File: config.mk
export PLATFORM = sky130hd
export DESIGN_NAME = tank_input_ctrl
export DESIGN_NICKNAME = d
export VERILOG_FILES = /design/src/rtl/tank_pkg.sv /design/src/rtl/key_repeat_fsm.sv /design/src/rtl/tank_input_ctrl.sv
export SDC_FILE = /design/constraint.sdc
export NUM_CORES = 1
export LEC_CHECK = 0
export ABC_AREA = 1
export CAP_MARGIN = 15
export CORE_UTILIZATION = 25
export CTS_CLUSTER_SIZE = 20
export DETAILED_ROUTE_END_ITERATION = 10
export GPL_TIMING_DRIVEN = 1
export PLACE_DENSITY_LB_ADDON = 0.15
export RECOVER_POWER = 25
export SYNTH_ARGS = -nofsm -noshare
export SYNTH_HDL_FRONTEND = slang
export SYNTH_SLANG_ARGS = --single-unit
File: constraint.sdc
create_clock -name frame_clk -period 2.6 [get_ports frame_clk]
set_input_delay 0.39 -clock frame_clk [delete_from_list [all_inputs] [get_ports frame_clk]]
set_output_delay 0.39 -clock frame_clk [all_outputs]
set_load 0.02 [all_outputs]
File: src/rtl/tank_pkg.sv
// Shared types and keycode map for the tank input command stage.
// Direction encoding matches what the mover stages expect on pX_dir.
package tank_pkg;

  typedef enum logic [1:0] {
    UP    = 2'd0,
    RIGHT = 2'd1,
    DOWN  = 2'd2,
    LEFT  = 2'd3
  } dir_t;

  typedef enum logic [1:0] {
    MV_IDLE   = 2'd0,
    MV_DELAY  = 2'd1,
    MV_REPEAT = 2'd2
  } mv_state_t;

  typedef struct packed {
    logic valid;
    dir_t dir;
    logic fire;
  } player_cmd_t;

  localparam int unsigned NUM_SLOTS = 4;

  localparam logic [7:0] KEY_NONE = 8'h00;

  localparam logic [7:0] KEY_P1_UP    = 8'h1A;
  localparam logic [7:0] KEY_P1_RIGHT = 8'h07;
  localparam logic [7:0] KEY_P1_DOWN  = 8'h16;
  localparam logic [7:0] KEY_P1_LEFT  = 8'h04;
  localparam logic [7:0] KEY_P1_FIRE  = 8'h2C;

  localparam logic [7:0] KEY_P2_UP    = 8'h52;
  localparam logic [7:0] KEY_P2_RIGHT = 8'h4F;
  localparam logic [7:0] KEY_P2_DOWN  = 8'h51;
  localparam logic [7:0] KEY_P2_LEFT  = 8'h50;
  localparam logic [7:0] KEY_P2_FIRE  = 8'h28;

  // Decode one slot for one player; unmapped codes yield all-zero.
  function automatic player_cmd_t decode_key(
    input logic [7:0] k,
    input logic       p2
  );
    player_cmd_t c;
    c = '0;
    if (!p2) begin
      case (k)
        KEY_P1_UP:    begin c.valid = 1'b1; c.dir = UP;    end
        KEY_P1_RIGHT: begin c.valid = 1'b1; c.dir = RIGHT; end
        KEY_P1_DOWN:  begin c.valid = 1'b1; c.dir = DOWN;  end
        KEY_P1_LEFT:  begin c.valid = 1'b1; c.dir = LEFT;  end
        KEY_P1_FIRE:  c.fire = 1'b1;
        default:      c = '0;
      endcase
    end else begin
      case (k)
        KEY_P2_UP:    begin c.valid = 1'b1; c.dir = UP;    end
        KEY_P2_RIGHT: begin c.valid = 1'b1; c.dir = RIGHT; end
        KEY_P2_DOWN:  begin c.valid = 1'b1; c.dir = DOWN;  end
        KEY_P2_LEFT:  begin c.valid = 1'b1; c.dir = LEFT;  end
        KEY_P2_FIRE:  c.fire = 1'b1;
        default:      c = '0;
      endcase
    end
    return c;
  endfunction

endpackage

File: src/rtl/key_repeat_fsm.sv
// One player's move auto-repeat FSM plus fire edge detect and cooldown.
// All outputs are registered; strobes last exactly one frame.
module key_repeat_fsm
  import tank_pkg::*;
#(
  parameter int unsigned REPEAT_DELAY  = 16,
  parameter int unsigned REPEAT_RATE   = 8,
  parameter int unsigned FIRE_COOLDOWN = 30
) (
  input  logic clk_i,
  input  logic rst_i,
  input  logic dir_valid_i,
  input  dir_t dir_i,
  input  logic fire_i,
  output logic move_o,
  output dir_t dir_o,
  output logic fire_o
);

  localparam int unsigned CNT_MAX =
    (REPEAT_DELAY > REPEAT_RATE) ? REPEAT_DELAY : REPEAT_RATE;
  localparam int unsigned CNT_W =
    (CNT_MAX > 1) ? $clog2(CNT_MAX) : 1;
  localparam int unsigned CD_W =
    (FIRE_COOLDOWN > 1) ? $clog2(FIRE_COOLDOWN) : 1;

  localparam logic [CNT_W-1:0] DLY_LD =
    CNT_W'(REPEAT_DELAY - 1);
  localparam logic [CNT_W-1:0] RATE_LD =
    CNT_W'(REPEAT_RATE - 1);
  localparam logic [CD_W-1:0] CD_LD =
    CD_W'(FIRE_COOLDOWN - 1);

  mv_state_t        state_q, state_d;
  logic [CNT_W-1:0] cnt_q, cnt_d;
  dir_t             dir_q, dir_d;
  logic             move_q, move_d;
  logic             fire_q, fire_d;
  logic [CD_W-1:0]  cool_q, cool_d;
  logic             fprev_q, fprev_d;

  // State, counters and registered strobes.
  always_ff @(posedge clk_i or posedge rst_i) begin
    if (rst_i) begin
      state_q <= MV_IDLE;
      cnt_q   <= '0;
      dir_q   <= UP;
      move_q  <= 1'b0;
      fire_q  <= 1'b0;
      cool_q  <= '0;
      fprev_q <= 1'b0;
    end else begin
      state_q <= state_d;
      cnt_q   <= cnt_d;
      dir_q   <= dir_d;
      move_q  <= move_d;
      fire_q  <= fire_d;
      cool_q  <= cool_d;
      fprev_q <= fprev_d;
    end
  end

  // Next-state: move repeat timing and fire cooldown.
  always_comb begin
    state_d = state_q;
    cnt_d   = cnt_q;
    dir_d   = dir_q;
    move_d  = 1'b0;
    fire_d  = 1'b0;
    cool_d  = cool_q;
    fprev_d = fire_i;

    unique case (state_q)
      MV_IDLE: begin
        if (dir_valid_i) begin
          move_d  = 1'b1;
          dir_d   = dir_i;
          cnt_d   = DLY_LD;
          state_d = MV_DELAY;
        end
      end
      MV_DELAY, MV_REPEAT: begin
        if (!dir_valid_i) begin
          state_d = MV_IDLE;
        end else if (dir_i != dir_q) begin
          move_d  = 1'b1;
          dir_d   = dir_i;
          cnt_d   = DLY_LD;
          state_d = MV_DELAY;
        end else if (cnt_q == '0) begin
          move_d  = 1'b1;
          cnt_d   = RATE_LD;
          state_d = MV_REPEAT;
        end else begin
          cnt_d = cnt_q - 1'b1;
        end
      end
      default: state_d = MV_IDLE;
    endcase

    if (fire_i && !fprev_q && cool_q == '0) begin
      fire_d = 1'b1;
      cool_d = CD_LD;
    end else if (cool_q != '0) begin
      cool_d = cool_q - 1'b1;
    end
  end

  assign move_o = move_q;
  assign dir_o  = dir_q;
  assign fire_o = fire_q;

endmodule

File: src/rtl/tank_input_ctrl.sv
// Decodes four HID keycode slots into per-player move/fire strobes.
// Lowest-numbered slot with a direction key wins per player.
module tank_input_ctrl
  import tank_pkg::*;
#(
  parameter int unsigned REPEAT_DELAY  = 16,
  parameter int unsigned REPEAT_RATE   = 8,
  parameter int unsigned FIRE_COOLDOWN = 30
) (
  input  logic       frame_clk,
  input  logic       Reset,
  input  logic [7:0] keycode0,
  input  logic [7:0] keycode1,
  input  logic [7:0] keycode2,
  input  logic [7:0] keycode3,
  output logic       p1_move,
  output logic [1:0] p1_dir,
  output logic       p1_fire,
  output logic       p2_move,
  output logic [1:0] p2_dir,
  output logic       p2_fire
);

  logic [7:0]  slot_w [NUM_SLOTS];
  player_cmd_t p1_cmd, p2_cmd;
  player_cmd_t p1_k, p2_k;
  dir_t        p1_dir_w, p2_dir_w;

  assign slot_w[0] = keycode0;
  assign slot_w[1] = keycode1;
  assign slot_w[2] = keycode2;
  assign slot_w[3] = keycode3;

  // Scan high to low so the lowest slot's direction lands last.
  always_comb begin
    p1_cmd = '0;
    p2_cmd = '0;
    p1_k   = '0;
    p2_k   = '0;
    for (int i = NUM_SLOTS - 1; i >= 0; i--) begin
      p1_k = decode_key(slot_w[i], 1'b0);
      p2_k = decode_key(slot_w[i], 1'b1);
      if (p1_k.valid) begin
        p1_cmd.valid = 1'b1;
        p1_cmd.dir   = p1_k.dir;
      end
      if (p2_k.valid) begin
        p2_cmd.valid = 1'b1;
        p2_cmd.dir   = p2_k.dir;
      end
      if (p1_k.fire) p1_cmd.fire = 1'b1;
      if (p2_k.fire) p2_cmd.fire = 1'b1;
    end
  end

  key_repeat_fsm #(
    .REPEAT_DELAY (REPEAT_DELAY),
    .REPEAT_RATE  (REPEAT_RATE),
    .FIRE_COOLDOWN(FIRE_COOLDOWN)
  ) u_p1 (
    .clk_i      (frame_clk),
    .rst_i      (Reset),
    .dir_valid_i(p1_cmd.valid),
    .dir_i      (p1_cmd.dir),
    .fire_i     (p1_cmd.fire),
    .move_o     (p1_move),
    .dir_o      (p1_dir_w),
    .fire_o     (p1_fire)
  );

  key_repeat_fsm #(
    .REPEAT_DELAY (REPEAT_DELAY),
    .REPEAT_RATE  (REPEAT_RATE),
    .FIRE_COOLDOWN(FIRE_COOLDOWN)
  ) u_p2 (
    .clk_i      (frame_clk),
    .rst_i      (Reset),
    .dir_valid_i(p2_cmd.valid),
    .dir_i      (p2_cmd.dir),
    .fire_i     (p2_cmd.fire),
    .move_o     (p2_move),
    .dir_o      (p2_dir_w),
    .fire_o     (p2_fire)
  );

  assign p1_dir = p1_dir_w;
  assign p2_dir = p2_dir_w;

endmodule

==> out/results.ini <==
[critical_path]
crit_path_max_incr_delay_ns=0.49
crit_buf_inv=3
reg2reg_slack_ns=1.09
worstReg2RegStart=u_p2.cnt_q[0]
reg2reg_to=u_p2.state_q[0]
critPathTopFamily=simple AND/OR/NAND/NOR gates
end_kind=flip-flop
path_class=primary input to flip-flop
reg2reg_depth=10
path_max_fanout=5
slowest_stage=clkdlybuf4s50_1
cp.arrival_ns=2.37
cp_cell_sequence=clkdlybuf4s50_1, nor2_1, inv_1, nor2_1, nand2_1, nand3_1, inv_1, nand3_1, nand2_1, nand3_1, nand3_4, o21ai_2, nand2_1, o21ai_1
start_kind=primary input
required_ns=2.80

[timing]
setup_ws_ns=0.4295
max_slew_margin_pct=-18.96
finalHoldViolCount=0
period_needed_ns=2.171
skew_ns=0.005047
hold_slack_ns=0.5137
tightest_slew_ns=1.784
grt_setup_unrepaired=false
finalSetupViolCount=0
drv_slew=33
max_clock_freq_ghz=0.4607
period_share_pct=83.48
tns_ns=0

[job]
maxCapViolCount=1

[drt]
via_count=2743
drtIter0Drc=94
drc_errors=0
firstDrtPassIters=4
viasPerCell=4.354
avgRoutedWirePerCell_um=10.54
finalWirelength_mm=6.641
ant_nets=0

[cts]
clockRootBuffer=clkbuf_8
cts_buffer_depth=2
cts.repair.resized=0
insertion_delay_ns=0.27
htree_levels=2
cts_tree=yes
cts.clk_slew.worst_paths_ns=0.07
hold_buffers=0
cts_setup_buffers=0
cts_made_buffers=5
cts.sinks=32

[grt]
grt_usage_pct=12.22
grt_max_degree=33
antenna_found_initial=0
overflow=0
grt_pass1_wl_mm=11.32
grt_pass1_vias=2558

[logic_synthesis]
netlist_top_cells_area=dfrtp_1 (29%), nand2_1 (14%), inv_1 (10%)
avgSynthCellArea_um2=6.367
synthAdderAreaFrac_pct=3.565
yosys.area_share.simple_pct=47.28
synth_top_area_share_pct=28.52
yosysTopAreaCell=dfrtp_1
synth_common_cells=nand2_1 (102), inv_1 (76), nor2_1 (60)
synth_xor_area_share_pct=0.3119
yosys_warnings=0
synth_compound_area_share_pct=9.091
ys_ff_latch=32
synth-async-reset-ratio_pct=100.0
syn_area_um2=2808
synth_ff_type=dfrtp_1
yosysSeqAreaShare_pct=28.52
synth.most_common_cell=nand2_1
synth_cells=441
synth_edf_count=0
synth_top_family_by_area=simple AND/OR/NAND/NOR gates
synth_nets=483
synth_mux_area_share_pct=0
ys_types=34

[power_and_ir_drop]
worst_ir_drop_vdd_uv=232.7
power.total_mw=2.051
p_int_mw=1.220
p_seq_share_pct=37.5
power_per_cell_area_nw_per_um2=590.3
clkPwrFrac_pct=17.5
p_switching_mw=0.8314
p_leak_nw=1.681
p_sw_share_pct=40.54
pwr-share-comb_pct=45.0

[final_layout]
drive_gt1_share_pct=13.88
seqCellArea_um2=800.8
multiInputGateArea_um2=1692
final_net_count=532
diodes=0
n_fill_cell=1199
area_growth_pct=23.75
fin_cells=630

[floorplanning]
die_h_um=108.0
num_rows=38
dieArea_um2=11660
die_w_um=108.0
start_util_pct=25.79
core_region_area_um2=10890
pin_count=42

[min_path]
holdPathStages=2
min_to=u_p2.state_q[1]
hold_class=flip-flop to flip-flop
min_from=u_p2.state_q[1]

[status]
failed_checks=capacitance limit, slew limit
status=finished, violations left

[place]
post-place-ws_ns=0.08973
numPlacedInstances=623
gp_congestion=0.7789
portBuffers=41
dp.final_hpwl_mm=5.621

cells in the final DEF (no fill, tap or decap), types with 5 or more instances in the layout:
cell type | Yosys | routed
nor3_1 | 18 | 18
o21ai_0 | 12 | 12
clkbuf_8 | 0 | 5
nor2_2 | 19 | 19
nand2_1 | 102 | 102
inv_2 | 8 | 8
dfrtp_1 | 32 | 32
nand2_2 | 17 | 17
ha_1 | 8 | 8
nand4_1 | 12 | 12
nand3_1 | 32 | 32
a21oi_1 | 8 | 8
clkdlybuf4s50_1 | 0 | 41
nor2_1 | 60 | 60
inv_1 | 76 | 76
registers in the layout (all words and copies together), names as in the netlist:
signal and flops:
u_p1.state_q 2, u_p2.cnt_q 4, u_p2.fire_o 1, u_p1.cnt_q 4, u_p1.dir_o 2, u_p2.state_q 2, u_p1.cool_q 5, u_p1.fprev_q 1
u_p1.fire_o 1, u_p1.move_o 1, u_p2.dir_o 2, u_p2.cool_q 5, u_p2.move_o 1, u_p2.fprev_q 1
power by group through the flow:
stage	clock network, mW	registers, mW	logic (mW)
final	0.359	0.768	0.923
after global routing	0.405	0.795	1.07
after CTS	0.381	0.770	0.939
after detailed placement	0	0.777	0.935
after global placement	0	0.777	0.922
after floorplan	0	0.780	0.658
worst max-delay path by stage:
stage / from / endpoint / cells after the start
after CTS: keycode1[2] / u_p2.dir_o[1] / 14
after global placement: keycode1[2] / u_p2.dir_o[1] / 14
after floorplan: keycode2[5] / u_p1.state_q[1] / 16
after global routing: Reset / u_p1.dir_o[0] / 3
final: keycode1[2] / u_p2.dir_o[1] / 14
after detailed placement: keycode1[2] / u_p2.cnt_q[2] / 13
tightest hold or removal path, stage by stage (launching register included):
cell and delay, ns:
dfrtp_1 0.37, nand2_1 0.06, nand2_1 0.06
metal layers:
metal	wire length (um)	global-route usage [%]	vias to the layer above
li1	-	-	1492
met2	2934	19.70	47
met1	3424	17.18	1202
met5	0	0	-
met4	24	1.468	0
met3	256	2.532	2
logic make-up (layout without fill, tap and decap cells):
kind of cell | count (synthesis) | in the layout
and+or+nand+nor | 276 | 276
buffers and inverters | 84 | 133
AOI/OAI and AO/OA | 40 | 40
DFF | 32 | 32
adders and majority gates | 8 | 8
xor gates and xnor gates | 1 | 1
stage by stage:
| stage | util (%) | area, um2 |
|---|---|---|
| 6_report | 31.91 | 3475 |
| 5_1_grt | 31.91 | 3475 |
| 4_1_cts | 31.95 | 3478 |
| 3_5_place_dp | 31.23 | 3401 |
| 3_3_place_gp | 31.23 | 3401 |
| 2_1_floorplan | - | 2808 |
layout make-up:
cell class	instances	share of cell area (%)
clock inverters	1	0.1440
inverters	84	9.075
multi-input cells	325	48.69
well taps	140	5.041
repair buffers	42	11.92
clock buffers	6	2.089
flip-flops and latches	32	23.05
Power figures use the tool's default switching activity.
==> edit, RTL diff (same settings) <==
`FIRE_COOLDOWN` is set to 30 in 2 places; all go to 15.
--- a/src/rtl/key_repeat_fsm.sv
+++ b/src/rtl/key_repeat_fsm.sv
@@ -6,5 +6,5 @@
   parameter int unsigned REPEAT_DELAY  = 16,
   parameter int unsigned REPEAT_RATE   = 8,
-  parameter int unsigned FIRE_COOLDOWN = 30
+  parameter int unsigned FIRE_COOLDOWN = 15
 ) (
   input  logic clk_i,
--- a/src/rtl/tank_input_ctrl.sv
+++ b/src/rtl/tank_input_ctrl.sv
@@ -6,5 +6,5 @@
   parameter int unsigned REPEAT_DELAY  = 16,
   parameter int unsigned REPEAT_RATE   = 8,
-  parameter int unsigned FIRE_COOLDOWN = 30
+  parameter int unsigned FIRE_COOLDOWN = 15
 ) (
   input  logic       frame_clk,
Check against the original RTL: same outputs for any inputs over 10 cycles, from zero or initial values and one cycle with Reset high; that may be too few to reach the edited logic, so the function may still have changed.
==> edit against the original RTL <==
The flow still finishes with violations (capacitance limit, slew limit). Combinational power decreased by 5.4%. Wire length decreased by 1.0%. Worst setup slack got worse by 0.12 ns. Design area decreased by 3.5%. Largest cell class unchanged. Clock skew decreased by 0.0021 ns. Synthesized area decreased by 5.1%. Sequential cell count decreased by 2. Power decreased by 3.0%. Register-to-register slack got worse by 0.18 ns.
==> edit: results (changes against the original RTL) <==
.. list-table::
   :header-rows: 1

   * - Metric
     - Value
   * - Multi-input combinational cell count
     - 323 (-0.62%)
   * - Fill cells
     - 1110 (-7.4%)
   * - Max-capacitance violation count
     - 1 (unchanged)
   * - Non-clock inverter instance count of the final layout
     - 81 (-3.6%)
   * - Max IR drop VDD
     - 0.0002748 V (+18%)
   * - Number of vias in the routed layout
     - 2640 (-3.8%)
   * - Final-report max-slew violation count
     - 31 (-6.1%)
   * - Unique masters post-synth
     - 36 (+5.9%)
   * - Share of final-layout standard cells stronger than drive strength 1
     - 11.73% (-2.1 points)
   * - Non-Clock Buffer Area Fraction
     - 12.79% (+0.87 points)
   * - Post-layout nets
     - 528 (-0.75%)
   * - Total Wirelength
     - 6574 µm (-1.0%)
   * - Status
     - finished with violations
   * - Met2 track utilization from global routing
     - 22.32% (+2.6 points)
   * - Violated checks
     - capacitance limit, slew limit
   * - Seq/total area
     - 22.38% (-0.67 points)
   * - Arrival time of the worst setup path
     - 2.45 ns (+0.08 ns)
   * - Worst reg2reg startpoint
     - u_p2.state_q[1]$_DFFE_PP0P_
   * - Hold wc startpoint
     - u_p2.cool_q[1]$_DFFE_PP0P_
   * - Pin count of the biggest net entering global routing
     - 31 (-6.1%)
   * - Synthesis-stage register bit count
     - 30 (-6.3%)
   * - Met2 WL
     - 3022 µm (+3.0%)
   * - Via count of the first global-routing pass
     - 2680 (+4.8%)
   * - Flop2flop setup slack
     - 0.91 ns (-0.18 ns)
   * - Violation count after the first detailed-route iteration
     - 83 (-12%)
   * - Clkbuf count
     - 7 (+1)
[edit: worst reg2reg max path, stage by stage, from the launching register on]
cell,delay (ns)
dfrtp_1,0.38
inv_1,0.06
ha_1,0.31
nor2_1,0.16
inv_1,0.06
nand2_1,0.08
inv_1,0.11
nand2_1,0.23
nor2_1,0.07
a21oi_1,0.15
[edit: how the worst max path moves through the flow]
stage	cells after the start	start	end
4_1_cts	14	keycode0[4]	u_p2.dir_o[0]$_DFFE_PP0P_
6_report	14	keycode0[6]	u_p2.dir_o[0]$_DFFE_PP0P_
3_5_place_dp	14	keycode0[4]	u_p2.dir_o[0]$_DFFE_PP0P_
2_1_floorplan	13	keycode0[7]	u_p1.dir_o[0]$_DFFE_PP0P_
3_3_place_gp	13	keycode0[6]	u_p2.dir_o[1]$_DFFE_PP0P_
5_1_grt	13	keycode0[3]	u_p2.dir_o[0]$_DFFE_PP0P_
[edit: kinds of logic (layout without fill, tap and decap cells)]
family,count (synthesis),in the layout,share of synthesized area (%)
buffers and inverters,81,133,11.41
flip-flops,30,30,28.18
XOR/XNOR,3,3,0.9866
AND/OR/NAND/NOR,276,276,47.07
adder cells (fa/ha/maj),9,9,4.227
AO/OA/AOI/OAI,35,35,8.127
[edit: stage by stage]
stage          instances  total power [µW]  area (µm²)  worst slack, ns  TNS [ns]
6_report             622              1989        3354           0.3068         0
5_1_grt              622              2198        3354          0.02145         0
4_1_cts              622              2023        3358           0.2649         0
3_5_place_dp         614              1612        3267         -0.03833  -0.04085
3_3_place_gp         614              1601        3267         -0.07927   -0.1335
2_1_floorplan        434              1350        2664           0.8316         0
[edit: power by group through the flow]
stage                     combinational (µW)  sequential (µW)  clock [µW]
after floorplan                          623              728           0
after global placement                   877              725           0
after detailed placement                 886              726           0
after CTS                                889              720         414
after global routing                    1020              741         432
final                                    873              718         399
